--- config.mk ---
export PLATFORM = sky130hd
export DESIGN_NAME = cordic_engine
export DESIGN_NICKNAME = d
export VERILOG_FILES = /design/src/rtl/cordic_engine.sv
export SDC_FILE = /design/constraint.sdc
export NUM_CORES = 1
export LEC_CHECK = 0
export CAP_MARGIN = 20
export CORE_ASPECT_RATIO = 0.8
export CORE_MARGIN = 8
export CORE_UTILIZATION = 59
export CTS_BUF_LIST = sky130_fd_sc_hd__clkbuf_4
export CTS_CLUSTER_SIZE = 14
export DETAILED_ROUTE_END_ITERATION = 6
export GPL_TIMING_DRIVEN = 0
export PLACE_DENSITY = 0.82
export SETUP_SLACK_MARGIN = 0.3
export SLEW_MARGIN = 20
export SYNTH_ARGS = -nofsm -noshare
export SYNTH_HDL_FRONTEND = slang
export SYNTH_SLANG_ARGS = --single-unit
--- constraint.sdc ---
create_clock -name clk -period 8.8 [get_ports clk]
set_clock_uncertainty 0.2 [all_clocks]
set_input_delay 1.76 -clock clk [delete_from_list [all_inputs] [get_ports clk]]
set_output_delay 1.76 -clock clk [all_outputs]
set_load 0.02 [all_outputs]
--- src/rtl/cordic_engine.sv ---
// Iterative multi-mode CORDIC engine: sine/cosine, raw rotation and vectoring
// (magnitude/atan2), one transaction at a time behind valid/ready handshakes.
module cordic_engine #(
  parameter int unsigned WIDTH = 16,
  parameter int unsigned ITER  = 14
) (
  input  logic             clk,
  input  logic             reset_n,
  input  logic             i_valid,
  output logic             o_ready,
  input  logic [1:0]       i_mode,
  input  logic [WIDTH-1:0] i_x,
  input  logic [WIDTH-1:0] i_y,
  input  logic [WIDTH-1:0] i_z,
  output logic             o_valid,
  input  logic             i_ready,
  output logic [WIDTH-1:0] o_x,
  output logic [WIDTH-1:0] o_y,
  output logic [WIDTH-1:0] o_z
);
  localparam int unsigned XW  = WIDTH + 2;
  localparam int unsigned CW  = (ITER > 1) ? $clog2(ITER) : 1;
  localparam int unsigned TAB = 2 ** CW;
  localparam logic [1:0] MODE_ROTATE = 2'd1;
  localparam logic [1:0] MODE_VECTOR = 2'd2;
  localparam logic [WIDTH-1:0] HALF_TURN = {1'b1, {(WIDTH-1){1'b0}}};

  function automatic real pow2(input int unsigned e);
    real p;
    p = 1.0;
    for (int unsigned k = 0; k < e; k++) p = p * 2.0;
    return p;
  endfunction

  // atan(2^-i) in binary angle units; Taylor series converges fast for i >= 1
  function automatic int atan_units(input int unsigned i);
    real t, term, acc;
    if (i == 0) begin
      acc = 0.78539816339744831;
    end else begin
      t    = 1.0 / pow2(i);
      term = t;
      acc  = 0.0;
      for (int k = 0; k < 40; k++) begin
        acc  = acc + (((k % 2) == 0) ? term : -term) / (2.0 * k + 1.0);
        term = term * t * t;
      end
    end
    return $rtoi(acc * pow2(WIDTH) / 6.283185307179586 + 0.5);
  endfunction

  function automatic int kinv_units();
    real p, s;
    p = 1.0;
    for (int unsigned i = 0; i < ITER; i++) p = p * (1.0 + 1.0 / pow2(2 * i));
    s = 1.0;
    for (int k = 0; k < 40; k++) s = 0.5 * (s + p / s);
    return $rtoi(pow2(WIDTH - 2) / s + 0.5);
  endfunction

  localparam logic [XW-1:0] KINV = XW'(kinv_units());

  function automatic logic [WIDTH-1:0] sat(input logic [XW-1:0] v);
    if (v[XW-1:WIDTH-1] == '0 || v[XW-1:WIDTH-1] == '1) return v[WIDTH-1:0];
    return v[XW-1] ? {1'b1, {(WIDTH-1){1'b0}}} : {1'b0, {(WIDTH-1){1'b1}}};
  endfunction

  typedef enum logic [1:0] {IDLE = 2'd0, ITERATE = 2'd1, DONE = 2'd2} state_t;

  state_t               state, state_next;
  logic [CW-1:0]        cnt;
  logic signed [XW-1:0] x, y, x_ld, y_ld, x_it, y_it, x_sh, y_sh;
  logic [WIDTH-1:0]     z, z_ld, z_it;
  logic                 vec, zero_vec, is_vec, accept, last, d_pos;
  logic [WIDTH-1:0]     atan_tab [TAB];

  for (genvar g = 0; g < TAB; g++) begin : g_atan
    if (g < ITER) begin : g_used
      assign atan_tab[g] = WIDTH'(atan_units(g));
    end else begin : g_pad
      assign atan_tab[g] = '0;
    end
  end

  assign o_ready = (state == IDLE);
  assign accept  = i_valid & o_ready;
  assign last    = (cnt == CW'(ITER - 1));

  always_comb begin : fsm_next
    state_next = state;
    case (state)
      IDLE:    if (accept)  state_next = ITERATE;
      ITERATE: if (last)    state_next = DONE;
      DONE:    if (i_ready) state_next = IDLE;
      default: state_next = IDLE;
    endcase
  end

  // Operand load with quadrant pre-rotation by pi into the CORDIC convergence range
  always_comb begin : load_calc
    is_vec = (i_mode == MODE_VECTOR);
    x_ld   = KINV;
    y_ld   = '0;
    z_ld   = is_vec ? '0 : i_z;
    if (is_vec || i_mode == MODE_ROTATE) begin
      x_ld = {{2{i_x[WIDTH-1]}}, i_x};
      y_ld = {{2{i_y[WIDTH-1]}}, i_y};
    end
    if (is_vec ? i_x[WIDTH-1] : (i_z[WIDTH-1] ^ i_z[WIDTH-2])) begin
      x_ld = -x_ld;
      y_ld = -y_ld;
      z_ld = z_ld + HALF_TURN;
    end
  end

  always_comb begin : iter_calc
    x_sh  = x >>> cnt;
    y_sh  = y >>> cnt;
    d_pos = vec ? y[XW-1] : ~z[WIDTH-1];
    if (d_pos) begin
      x_it = x - y_sh;
      y_it = y + x_sh;
      z_it = z - atan_tab[cnt];
    end else begin
      x_it = x + y_sh;
      y_it = y - x_sh;
      z_it = z + atan_tab[cnt];
    end
  end

  always_ff @(posedge clk or negedge reset_n) begin : state_reg
    if (!reset_n) state <= IDLE;
    else          state <= state_next;
  end

  always_ff @(posedge clk or negedge reset_n) begin : datapath
    if (!reset_n) begin
      x        <= '0;
      y        <= '0;
      z        <= '0;
      cnt      <= '0;
      vec      <= 1'b0;
      zero_vec <= 1'b0;
      o_valid  <= 1'b0;
      o_x      <= '0;
      o_y      <= '0;
      o_z      <= '0;
    end else begin
      o_valid <= (state_next == DONE);
      if (accept) begin
        x        <= x_ld;
        y        <= y_ld;
        z        <= z_ld;
        cnt      <= '0;
        vec      <= is_vec;
        zero_vec <= is_vec && (i_x == '0) && (i_y == '0);
      end else if (state == ITERATE) begin
        x   <= x_it;
        y   <= y_it;
        z   <= z_it;
        cnt <= cnt + CW'(1);
        if (last) begin
          o_x <= sat(x_it);
          o_y <= sat(y_it);
          o_z <= zero_vec ? '0 : z_it;
        end
      end
    end
  end
endmodule

==> run metrics, run 1 <==
CORE AREA approximately 19000 um2; min cycle time layout ~8000 ps; Final setup viols 0; CP max FO 10; register area share after synthesis 0.2448; Register Area 2728 um2; First DRT Iteration DRCs around 1700; via count 12000; DRC viols 0; CTS tree yes; final hold vios 0; top flop regs x: 18 flops, y: 18 flops; Setup CP Type register to register; # clock sinks 109; global-route wire length before repair approximately 65000 um; root buffer cell clkbuf_4; Die W approximately 170 um; Most used DFF post-synth dfrtp_1; synthesized area between 10000 and 15000 um2; #FFs+latches synth ~110; post-route ant nets 0; worst hold path class register to register; slowest stage delay, CP just over 500 ps; largest cells by area after synthesis dfrtp_1, ha_1, mux4_2; delay-heaviest family, CP buffers and inverters; distinct cell type count after synthesis between 70 and 80; initial antenna violation count 1; H-tree lvl count 3; I/O Pins around 100; EDFF count, synth 0; Yosys top cell by area dfrtp_1; RSZ-0062 raised after global routing false; grt total ovfl 0; Post-CTS Hold Buffers 0; Post-synth ARST share 1.000; Syn Area/Cell a little over 8 um2; gr usage total 0.3521; slew margin rel. 0.3649; worst-margin pin slew between 900 and 1000 ps; multi-input logic area 7903 um2; outcome finished, final reports clean; max_cap viols 0; TritonRoute pass-1 iters 5; # rows 45; WL per Instance 24.04 um; die height about 140 um; final wirelength approximately 42000 um; Fill cells around 1600; area share of the largest cell type after synthesis 0.2448; CTS buffer count 9; CTS resizes 0; Critical Path Source Type register; Peak Freq 124.7 MHz; Final GP Congestion ~1.1; Die Area 23570 um2; most used cell, CP buf_2; Worst Path Buf+Inv 8; area grow syn2layout 13.91%; syn_nets 1503; reg2reg setup slack roughly 780 ps; post-CTS setup buffer count 0; Final Cycle Share 0.9116; Nets 1618; setup TNS 0 ps; layout cells sized above 1 0.07043; Vias per Instance ~7; clk_lat worst skew around 530 ps; Post-Syn Instances roughly 1400; CP max-delay cell clkbuf_1; largest net degree at the start of global routing 64; Worst Setup End Kind register; Yosys warnings 0; vias in the first global route about 11000; Slew Viols, Final 0; Starting Density 0.5944; clk slew on worst S/H paths 190 ps; crit path DAT roughly 8300 ps; detailed placement HPWL 33230 um; IO Port Bufs about 100; critical path required time about 9000 ps; Max clock buf depth 2
==> path summary, 6_finish.rpt <==
path / endpoint / cells past startpoint / startpoint
worst max-delay path: o_y[10]$_DFFE_PN0P_ / 25 / cnt[3]$_DFFE_PN0P_
worst min-delay path: o_z[11]$_DFFE_PN0P_ / 2 / o_z[11]$_DFFE_PN0P_
worst max register to register: o_y[10]$_DFFE_PN0P_ / 25 / cnt[3]$_DFFE_PN0P_
worst min register to register: o_z[11]$_DFFE_PN0P_ / 2 / o_z[11]$_DFFE_PN0P_
max in group asynchronous: o_x[0]$_DFFE_PN0P_ / 2 / reset_n
min in group asynchronous: o_z[0]$_DFFE_PN0P_ / 1 / reset_n
==> logic make-up (layout without fill, tap and decap cells) <==
group	after synthesis	after routing	share of synthesized area
muxes	92	92	0.1210
buffers and inverters	127	247	0.04648
AOI/OAI and AO/OA	435	435	0.2473
xor gates and xnor gates	96	96	0.07736
and+or+nand+nor	462	462	0.1892
DFF	109	109	0.2448
adders and majority gates	64	64	0.07387
other	0	2	0
==> synthesized netlist by cell type, types with 11 or more instances <==
library cell,number
nand3_1,28
o31ai_1,21
nor3_1,29
clkbuf_1,65
ha_1,61
xor2_1,30
mux2_2,22
a221o_1,18
a21oi_1,110
mux4_2,32
nor2b_1,19
dfrtp_1,109
and3_1,12
inv_1,32
o21a_1,11
nor2_1,134
xnor2_1,64
a211oi_1,21
mux2i_1,38
a21o_1,15
o211ai_1,12
o22ai_1,24
o21ai_0,114
nand2_1,165
a31oi_1,34
nand2b_1,16
buf_2,15
==> worst register-to-register path: stages (launching register included) <==
cell and delay (ps):
dfrtp_1 360, clkbuf_1 300, buf_2 300, buf_2 280
clkbuf_1 520, clkbuf_1 450, buf_2 360, buf_1 480
a21o_1 250, ha_1 180, nand2_1 70, o31ai_1 400
o21ai_0 220, xor2_1 230, ha_1 390, a21o_1 190
a21oi_1 170, o22ai_1 130, a211oi_1 320, nor2_1 190
a31oi_1 270, xnor3_1 510, nor4_1 390, nor2_1 180
buf_2 240, a221o_1 340
==> through the flow <==
stage / utilization / hold WS [ps] / setup slack (ps) / cell area, um2 / cells
global route: 0.6769 / 337.5 / 384.9 / 12690 / 1764
finish: 0.6771 / 306.2 / 777.8 / 12690 / 1765
CTS: 0.6766 / 307.3 / 994.3 / 12690 / 1763
detailed placement: 0.6681 / 266.2 / 1035 / 12530 / 1747
floorplan: - / 270.9 / 2744 / 11140 / 1385
global placement: 0.6666 / 263.7 / 1050 / 12500 / 1746
==> final cells by class <==
class                   count  share of cell area
repair buffers            104             0.08348
clock buffers               9            0.005322
flip-flops and latches    109              0.2149
well taps                 258             0.02543
plain buffers              93             0.03075
inverters                  34             0.01005
diodes                      2           0.0003942
clock inverters             7            0.007195
multi-input cells        1149              0.6225
==> placed cells by master (no fill, tap or decap), types with 24 or more instances in the layout <==
cell / Yosys / final
nand2_1: 165 / 165
nor2_1: 134 / 134
o21ai_0: 114 / 114
a21oi_1: 110 / 110
dfrtp_1: 109 / 109
clkdlybuf4s50_1: 0 / 102
clkbuf_1: 65 / 65
xnor2_1: 64 / 64
ha_1: 61 / 61
mux2i_1: 38 / 37
a31oi_1: 34 / 34
inv_1: 32 / 32
mux4_2: 32 / 32
xor2_1: 30 / 30
nor3_1: 29 / 29
nand3_1: 28 / 28
o22ai_1: 24 / 24
==> per-layer routing <==
| layer | GRT usage | part of all wire | vias to the layer above |
|---|---|---|---|
| met5 | 0 | 0 | - |
| met4 | 0.1097 | 0.031 | 0 |
| met3 | 0.1368 | 0.15 | 116 |
| met2 | 0.5007 | 0.42 | 877 |
| met1 | 0.4818 | 0.40 | 5685 |
| li1 | - | - | 5324 |
Power of run 1 is left out: the tool's default activity adds up to more than one toggle a clock period on the data nets, which glitch-free logic cannot reach.
==> inputs of run 2 (changes only) <==
--- a/config.mk
+++ b/config.mk
@@ -5,7 +5,6 @@
 export SDC_FILE = /design/constraint.sdc
 export NUM_CORES = 1
 export LEC_CHECK = 0
-export CAP_MARGIN = 20
 export CORE_ASPECT_RATIO = 0.8
 export CORE_MARGIN = 8
 export CORE_UTILIZATION = 59
==> results of run 2 <==
Final layout, timing and power as in run 1 (identical DEF).
Power of run 2 is left out for the same reason.
